**src/rtl/johnson_counter_ctrl.sv**
```systemverilog
// johnson_counter_ctrl: valid/ready command sequencer for an external
// WIDTH-bit Johnson counter with preset. It drives the counter's clear,
// preset and load pins and watches its count output.
// Build option: define JC_CTRL_LEGAL_CHECK_EN to add the illegal-word
// check (FAULT state and the sticky fault flag). Without it, fault is 0.
module johnson_counter_ctrl #(
  parameter int WIDTH  = 4,
  parameter int STEP_W = 8
) (
  input  logic              clk,
  input  logic              clear,
  input  logic              cmd_valid,
  output logic              cmd_ready,
  input  logic [1:0]        cmd_op,
  input  logic [WIDTH-1:0]  cmd_pattern,
  input  logic [STEP_W-1:0] cmd_steps,
  output logic              cnt_clear_n,
  output logic              cnt_preset_n,
  output logic [WIDTH-1:0]  cnt_load,
  input  logic [WIDTH-1:0]  cnt_count,
  output logic              busy,
  output logic              done,
  output logic              fault
);

  typedef enum logic [2:0] {
    ST_CLR   = 3'd0,
    ST_IDLE  = 3'd1,
    ST_LOAD  = 3'd2,
    ST_RUN   = 3'd3,
    ST_FAULT = 3'd4
  } state_e;

  localparam logic [1:0] OP_LOAD  = 2'b00;
  localparam logic [1:0] OP_RUN   = 2'b01;
  localparam logic [1:0] OP_HOLD  = 2'b10;
  localparam logic [1:0] OP_CLEAR = 2'b11;

  state_e             state_q, state_d;
  logic [STEP_W-1:0]  remaining_q, remaining_d;
  logic [WIDTH-1:0]   pat_q, pat_d;
  logic               done_q, done_d;
  // Set when CLR was entered from a CLEAR command, so its exit reports done.
  logic               clr_cmd_q, clr_cmd_d;
  logic               accept;

`ifdef JC_CTRL_LEGAL_CHECK_EN
  logic               fault_q, fault_d;

  // A Johnson word, viewed as a ring, has either no edges or exactly two.
  function automatic logic is_legal(input logic [WIDTH-1:0] w);
    int unsigned n;
    n = 0;
    for (int i = 0; i < WIDTH; i++) begin
      if (w[i] != w[(i + 1) % WIDTH]) n++;
    end
    return (n == 0) || (n == 2);
  endfunction
`endif

  assign cmd_ready = (state_q == ST_IDLE) || (state_q == ST_RUN);
  assign accept    = cmd_valid && cmd_ready;
  assign busy      = (state_q != ST_IDLE);
  assign done      = done_q;

  // Next-state, step bookkeeping and done/fault generation.
  always_comb begin
    state_d     = state_q;
    remaining_d = remaining_q;
    pat_d       = pat_q;
    done_d      = 1'b0;
    clr_cmd_d   = 1'b0;
`ifdef JC_CTRL_LEGAL_CHECK_EN
    fault_d     = fault_q;
`endif
    case (state_q)
      ST_CLR: begin
        state_d = ST_IDLE;
        done_d  = clr_cmd_q;
      end
      ST_LOAD: begin
        state_d = ST_IDLE;
        done_d  = 1'b1;
      end
      ST_FAULT: state_d = ST_IDLE;
      ST_IDLE, ST_RUN: begin
        // A run finishes on its last step; an accepted command overrides it.
        if (state_q == ST_RUN) begin
          remaining_d = remaining_q - 1'b1;
          if (remaining_q == STEP_W'(1)) begin
            state_d = ST_IDLE;
            done_d  = 1'b1;
          end
        end
        if (accept) begin
          done_d      = 1'b0;
          remaining_d = '0;
          case (cmd_op)
            OP_LOAD: begin
              pat_d   = cmd_pattern;
              state_d = ST_LOAD;
`ifdef JC_CTRL_LEGAL_CHECK_EN
              if (!is_legal(cmd_pattern)) begin
                state_d = ST_FAULT;
                fault_d = 1'b1;
              end
`endif
            end
            OP_RUN: begin
              if (cmd_steps == '0) begin
                state_d = ST_IDLE;
                done_d  = 1'b1;
              end else begin
                state_d     = ST_RUN;
                remaining_d = cmd_steps;
              end
            end
            OP_HOLD: state_d = ST_IDLE;
            default: begin
              state_d   = ST_CLR;
              clr_cmd_d = 1'b1;
`ifdef JC_CTRL_LEGAL_CHECK_EN
              fault_d   = 1'b0;
`endif
            end
          endcase
        end
`ifdef JC_CTRL_LEGAL_CHECK_EN
        // A corrupted counter overrides anything issued in the same cycle.
        if (!is_legal(cnt_count)) begin
          state_d     = ST_FAULT;
          fault_d     = 1'b1;
          done_d      = 1'b0;
          clr_cmd_d   = 1'b0;
          remaining_d = '0;
        end
`endif
      end
      default: state_d = ST_CLR;
    endcase
  end

  // Counter pin drive; clear also forces the counter clear immediately.
  always_comb begin
    cnt_clear_n  = 1'b1;
    cnt_preset_n = 1'b1;
    cnt_load     = '0;
    case (state_q)
      ST_IDLE: begin
        // Reload the counter's own value so it stays frozen.
        cnt_preset_n = 1'b0;
        cnt_load     = cnt_count;
      end
      ST_LOAD: begin
        cnt_preset_n = 1'b0;
        cnt_load     = pat_q;
      end
      ST_RUN:  cnt_preset_n = 1'b1;
      default: cnt_clear_n  = 1'b0;
    endcase
    if (clear) cnt_clear_n = 1'b0;
  end

  // Controller state registers.
  always_ff @(posedge clk or posedge clear) begin
    if (clear) begin
      state_q     <= ST_CLR;
      remaining_q <= '0;
      pat_q       <= '0;
      done_q      <= 1'b0;
      clr_cmd_q   <= 1'b0;
    end else begin
      state_q     <= state_d;
      remaining_q <= remaining_d;
      pat_q       <= pat_d;
      done_q      <= done_d;
      clr_cmd_q   <= clr_cmd_d;
    end
  end

`ifdef JC_CTRL_LEGAL_CHECK_EN
  // Sticky fault flag.
  always_ff @(posedge clk or posedge clear) begin
    if (clear) fault_q <= 1'b0;
    else       fault_q <= fault_d;
  end
  assign fault = fault_q;
`else
  assign fault = 1'b0;
`endif

endmodule

```
**config.mk**
```make
export PLATFORM = sky130hd
export DESIGN_NAME = johnson_counter_ctrl
export DESIGN_NICKNAME = d
export VERILOG_FILES = /design/src/rtl/johnson_counter_ctrl.sv
export SDC_FILE = /design/constraint.sdc
export NUM_CORES = 1
export LEC_CHECK = 0
export CORE_ASPECT_RATIO = 0.9
export CORE_UTILIZATION = 46
export DETAILED_ROUTE_END_ITERATION = 6
export PLACE_DENSITY = 0.78
export SKIP_LAST_GASP = 1
export SYNTH_ARGS = -nofsm -noshare
export SYNTH_HDL_FRONTEND = slang
export SYNTH_SLANG_ARGS = --single-unit
```
**constraint.sdc**
```tcl
create_clock -name clk -period 1.95 [get_ports clk]
set_input_delay 0.2925 -clock clk [delete_from_list [all_inputs] [get_ports clk]]
set_output_delay 0.2925 -clock clk [all_outputs]
set_load 0.01 [all_outputs]
```
---- Yosys cells after proc, flatten, opt, wreduce, memory -nomap -nowiden ----
Cells that the tools add are included.
word-level totals
  bits in registers ....................... 17
  bits of input ports ..................... 21
  output and inout bits ................... 10
  logic and storage cells ................. 53
cells by class
  $add $sub $neg .......................... 1
  equality and inequality tests ........... 10
  multiplexer cells ....................... 23
  reductions and logical operators ........ 14
operators by type and width
  operator                                                                 count
  8-bit 2-to-1 mux                                                         4
  1-bit 2-to-1 mux                                                         11
  3-bit 2-to-1 mux                                                         3
  3-bit OR reduction                                                       3
  8-bit by 1-bit equality test with 1-bit output, second input constant    1
  8-bit logical NOT                                                        1
  4-bit case mux with 2 select lines                                       1
  8-bit by 1-bit subtractor with 8-bit output, second input constant       1
  3-bit by 2-bit equality test with 1-bit output, second input constant    2
  3-bit inequality test, second input constant                             2
  2-bit case mux with 3 select lines                                       1
  3-bit case mux with 2 select lines                                       1
  2-bit AND reduction                                                      2
  2-bit OR reduction                                                       2
  3-bit by 1-bit equality test with 1-bit output, second input constant    1
  3-bit equality test, second input constant                               1
  3-bit logical NOT                                                        1
  3-bit by 1-bit inequality test with 1-bit output, second input constant  1
  1-bit case mux with 3 select lines                                       1
  3-bit AND reduction                                                      1
  2-bit by 1-bit equality test with 1-bit output, second input constant    1
  2-bit equality test, second input constant                               1
  2-bit logical NOT                                                        1
  2-bit 2-to-1 mux                                                         1
  other kinds (3)                                                          3

---- Depth between registers and ports, before layout ----
  word-level depth ........................ 5
  gate-level depth with buffers ........... 9

---- Worst setup path after synthesis ----
OpenSTA, ideal clock, no wires.
  path type ............................... reg-to-reg
  start ................................... register state_q[1]
  end ..................................... register remaining_q[3]
  setup time .............................. 127 ps
  data arrival time ....................... 1574 ps
  slack ................................... 249 ps
  cell stages (with the launch flop) ...... 10
  buffers on the path ..................... 2
  cell sequence ........................... dfrtp_1 inv_1 ha_1 buf_6 nor2_4 inv_2 and3_4 buf_6 a222oi_1 inv_1
on the way
  longest elaborated chain between the ends .. 5
  elaborated cells between the ends (all ways) .. 8
  classes of those cells .................. 2 x eq/ne; 1 x mux; 5 x reduce/logical
RTL lines
  what                                                                                                                     RTL line  text
  from (decl)                                                                                                              39        state_e state_q, state_d;
  from (signal assigned)                                                                                                   173       state_q <= state_d;
  3-bit by 1-bit equality test with 1-bit output / 3-bit by 2-bit equality test with 1-bit output (equally long branches)  61        assign cmd_ready = (state_q == ST_IDLE) || (state_q == ST_RUN);
  1-bit logical OR *                                                                                                       61
  named net cmd_ready                                                                                                      13        output logic cmd_ready,
  1-bit logical AND *                                                                                                      62        assign accept = cmd_valid && cmd_ready;
  2-bit nonzero test (no source line)                                                                                      --
  2-bit AND reduction (no source line)                                                                                     --
  to (signal assigned)                                                                                                     174       remaining_q <= remaining_d;
  to (decl)                                                                                                                40        logic [STEP_W-1:0] remaining_q, remaining_d;
Mark *: on every way through the listed nets, which the timed path passes. The rest lies on a longest branch.
A chain may end at the register's enable or synchronous reset.

---- Worst setup path after layout ----
  start ................................... register state_q[1]
  end ..................................... output cnt_load[1]
on the way
  longest elaborated chain between the ends .. 2
  elaborated cells between the ends (all ways) .. 3
  classes of those cells .................. 2 x eq/ne; 1 x mux
RTL lines
  what                                                                                                                     RTL line  text
  3-bit by 2-bit equality test with 1-bit output / 3-bit by 1-bit equality test with 1-bit output (equally long branches)  148       case (state_q)
  4-bit case mux with 2 select lines *                                                                                     148
  to (decl)                                                                                                                19        output logic [WIDTH-1:0] cnt_load,
Every way passes the cells marked *; elsewhere a longest branch is shown, timed or not.

==> run summary <==
Status
- complete, no violations — result of the run

Yosys
- 16 — post-synthesis register bit count
- 0 — number of enable flip-flop cells after synthesis
- 19.5% — synthesized-area fraction occupied by ao, oa, aoi and oai cells
- compound AO/OA/AOI/OAI gates — dominant combinational cell family by area after synthesis
- 34 — Synth cell types
- 10.7% — adder-cell share of the synthesized area
- 148 — net count of the mapped netlist
- 1050 um2 — netlist area before placement
- 100% — share of flip-flops with an asynchronous set or reset
- 8.93 um2 — mean instance size in the synthesized netlist
- 19.4% — post-synthesis simple-gate area fraction
- 118 — synthesized instance count
- 4.28% — share of synthesized area spent on multiplexers
- dfrtp_1 — primary flip-flop cell chosen by synthesis mapping
- 0% — XOR/XNOR share of the synthesized area
- 38.0% — proportion of synthesized chip area in sequential cells
- 0 — Synthesis Warnings

Clock network
- clkbuf_4 — buffer type at the clock tree root
- 2 — largest buffer count on any clock path
- 100 ps — clock transition at the registers of the reported paths
- 1 — # H-tree levels
- 16 — CTS sink cnt
- 3 — number of buffers created by CTS
- built — clock tree from TritonCTS
- 290 ps — Clock Latency Late Sink

STA
- false — RSZ-0062 raised after global routing
- 0 — Hold Vio Cnt, Final
- 6.37 ps — clock skew
- 54.5% — worst slew slack as a fraction of its limit
- 0 ps — setup TNS after final layout
- 676 ps — measured slew at the worst slew-check pin
- 0 — number of pins exceeding their max-slew limit in the final report
- 95.1% — fin crit share
- 539 MHz — maximum achievable frequency
- 1850 ps — Final min period
- 0 — setup violators final

Placed design
- 0.870 — gp weighted congestion
- 29 — port bufs
- 2010 um — detailed-placement wirelength estimate

Global route
- 23.4% — Tot GR Track Use
- 17 — maximum number of pins on one net before global-route repair
- 0 — remaining global-route overflow
- 4110 um — wire length of the first global-routing pass
- 0 — initial antenna violation count
- 946 — vias in the first global route

Die
- 48.7% — initial standard-cell utilization of the core
- 16 — num rows
- 31 — Boundary Pins
- 2160 um2 — Core ar.
- 47.4 um — y dimension of the die
- 52.4 um — horizontal die dimension
- 2490 um2 — die area

Setup path
- state_q[0] — startpoint of the worst-slack reg-to-reg timing path
- reg -> out — critical path class
- 390 ps — maximum cell stage delay along the critical path
- output port — kind of end point of the critical path
- 1660 ps — Worst EP required
- 5 — crit-path max FO
- 1560 ps — worst endpoint data arrival time
- 5 — FF-to-FF path depth
- 190 ps — slack of the worst reg-to-reg path
- pat_q[3] — Worst R2R End
- state_q[1] — timing startpoint of the critical path
- flop — Setup crit start kind
- dfrtp_1 — CP max stage cell
- buf_4 -> ha_2 -> a22oi_2 -> nor2_1 -> dlygate4sd2_1 — list of cells traversed by the critical path

Hold path
- in -> async — worst hold path class

Finish
- 67.2% — Finished Core Util
- clkdlybuf4s50_1 — most common library cell in the layout ignoring fill and taps
- 14.3% — share of final-layout standard cells stronger than drive strength 1
- 173 — Filler cells
- 0 — n_diodes
- 185 — nets@finish
- 37.9% — area added between synthesis and finish
- clkdlybuf4s50_1, dfrtp_1, inv_1 — highest-count cells in the layout ignoring fill and taps

Drt
- 14.6 um — mean routed wirelength per cell
- 2650 um — Post-Route WL
- 4 — Initial DRT Pass Iterations
- 0 — final antenna-violating net count
- 36 — number of DRC violations after detailed-routing iteration 0
- 5.61 — vias per cell
- 1015 — total number of vias
- 0 — number of DRC violations after detailed routing

Run
- 0 — number of max-cap violations

Pwr
- 1.80 mW — total chip power
- 954 uV — maximum vdd ir drop
- 1240 nW/um2 — P per Cell Area
- 0.695 nW — P_leak

-- area by class of cell --
class                           count  area (um2)  area share, %
Clock buffer                        4        36.3           2.50
Inverter                           13        48.8           3.36
Multi-Input combinational cell     85         593           40.8
Sequential cell                    16         400           27.6
Tap cell                           27        33.8           2.33
Timing Repair Buffer               36         340           23.4
-- sequential cells by signal, summed over array words and instances (netlist names) --
register and count:
pat_q 4, remaining_q 8, done 1, clr_cmd_q 1, state_q 2
-- metrics by stage --
stage                     cells  hold slack, ps  setup slack (ps)  cell area (um2)
final                       181             388              96.2             1450
after global routing        181             463              4.92             1450
after CTS                   181             410             -98.5             1440
after detailed placement    174             508              48.8             1370
after global placement      174             497               130             1370
after floorplan             118             206               249             1050
-- cells in the mapped netlist (2+ instances only) --
cell type,number,share of area (%)
o21ai_0,8,3.8
a211oi_1,2,1.4
dfrtp_1,16,38
ha_1,9,11
nor2_1,10,3.6
nand2_1,6,2.1
nand3_1,5,2.4
a22oi_1,5,3.6
buf_6,2,2.1
nor3_1,4,1.9
inv_1,12,4.3
nand4_1,4,2.4
mux2_2,4,4.3
nor4_1,3,1.8
nor2b_1,2,1.2
a21oi_1,8,3.8
-- logic make-up (layout without fill, tap and decap cells) --
family	count (synthesis)	count (layout)
other	1	1
flip-flops	16	16
AO/OA/AOI/OAI	32	32
adder cells (fa/ha/maj)	9	9
AND/OR/NAND/NOR	39	39
buffers and inverters	17	53
multiplexers	4	4
-- timing repair --
action,in CTS,in global routing
hold buffers,0,0
gates resized for setup,10,3
endpoints found under the setup margin,8,3
pin swaps,0,0
gates cloned,0,0
buffers inserted,3,0
-- power breakdown --
group          switching [mW]  internal (mW)
logic                   0.529          0.457
registers               0.117          0.470
clock network           0.114          0.114
total                   0.760           1.04
-- worst max-delay path, delay by kind of cell, from the launching register on --
| kind | cells | cell delay, ps |
|---|---|---|
| buffers and inverters | 2 | 430 |
| flip-flops | 1 | 390 |
| adder cells (fa/ha/maj) | 1 | 200 |
| AO/OA/AOI/OAI | 1 | 190 |
| AND/OR/NAND/NOR | 1 | 60 |
-- metal layers --
metal	vias up	GRT usage [%]	wire length (um)
li1	493	-	-
met1	478	29.1	1190
met2	38	40.3	1290
met3	6	7.77	145
met4	0	4.74	23
met5	-	0	0
-- worst max path at each step --
stage / to / slack [ps] / depth (start not counted)
global route: cnt_load[0] / 5 / 5
detailed placement: cnt_load[0] / 50 / 5
floorplan: remaining_q[3] / 250 / 9
global placement: cnt_load[0] / 130 / 5
CTS: cnt_load[2] / -100 / 5
finish: cnt_load[1] / 100 / 5
Note: power is estimated with default switching activity, not from simulation.
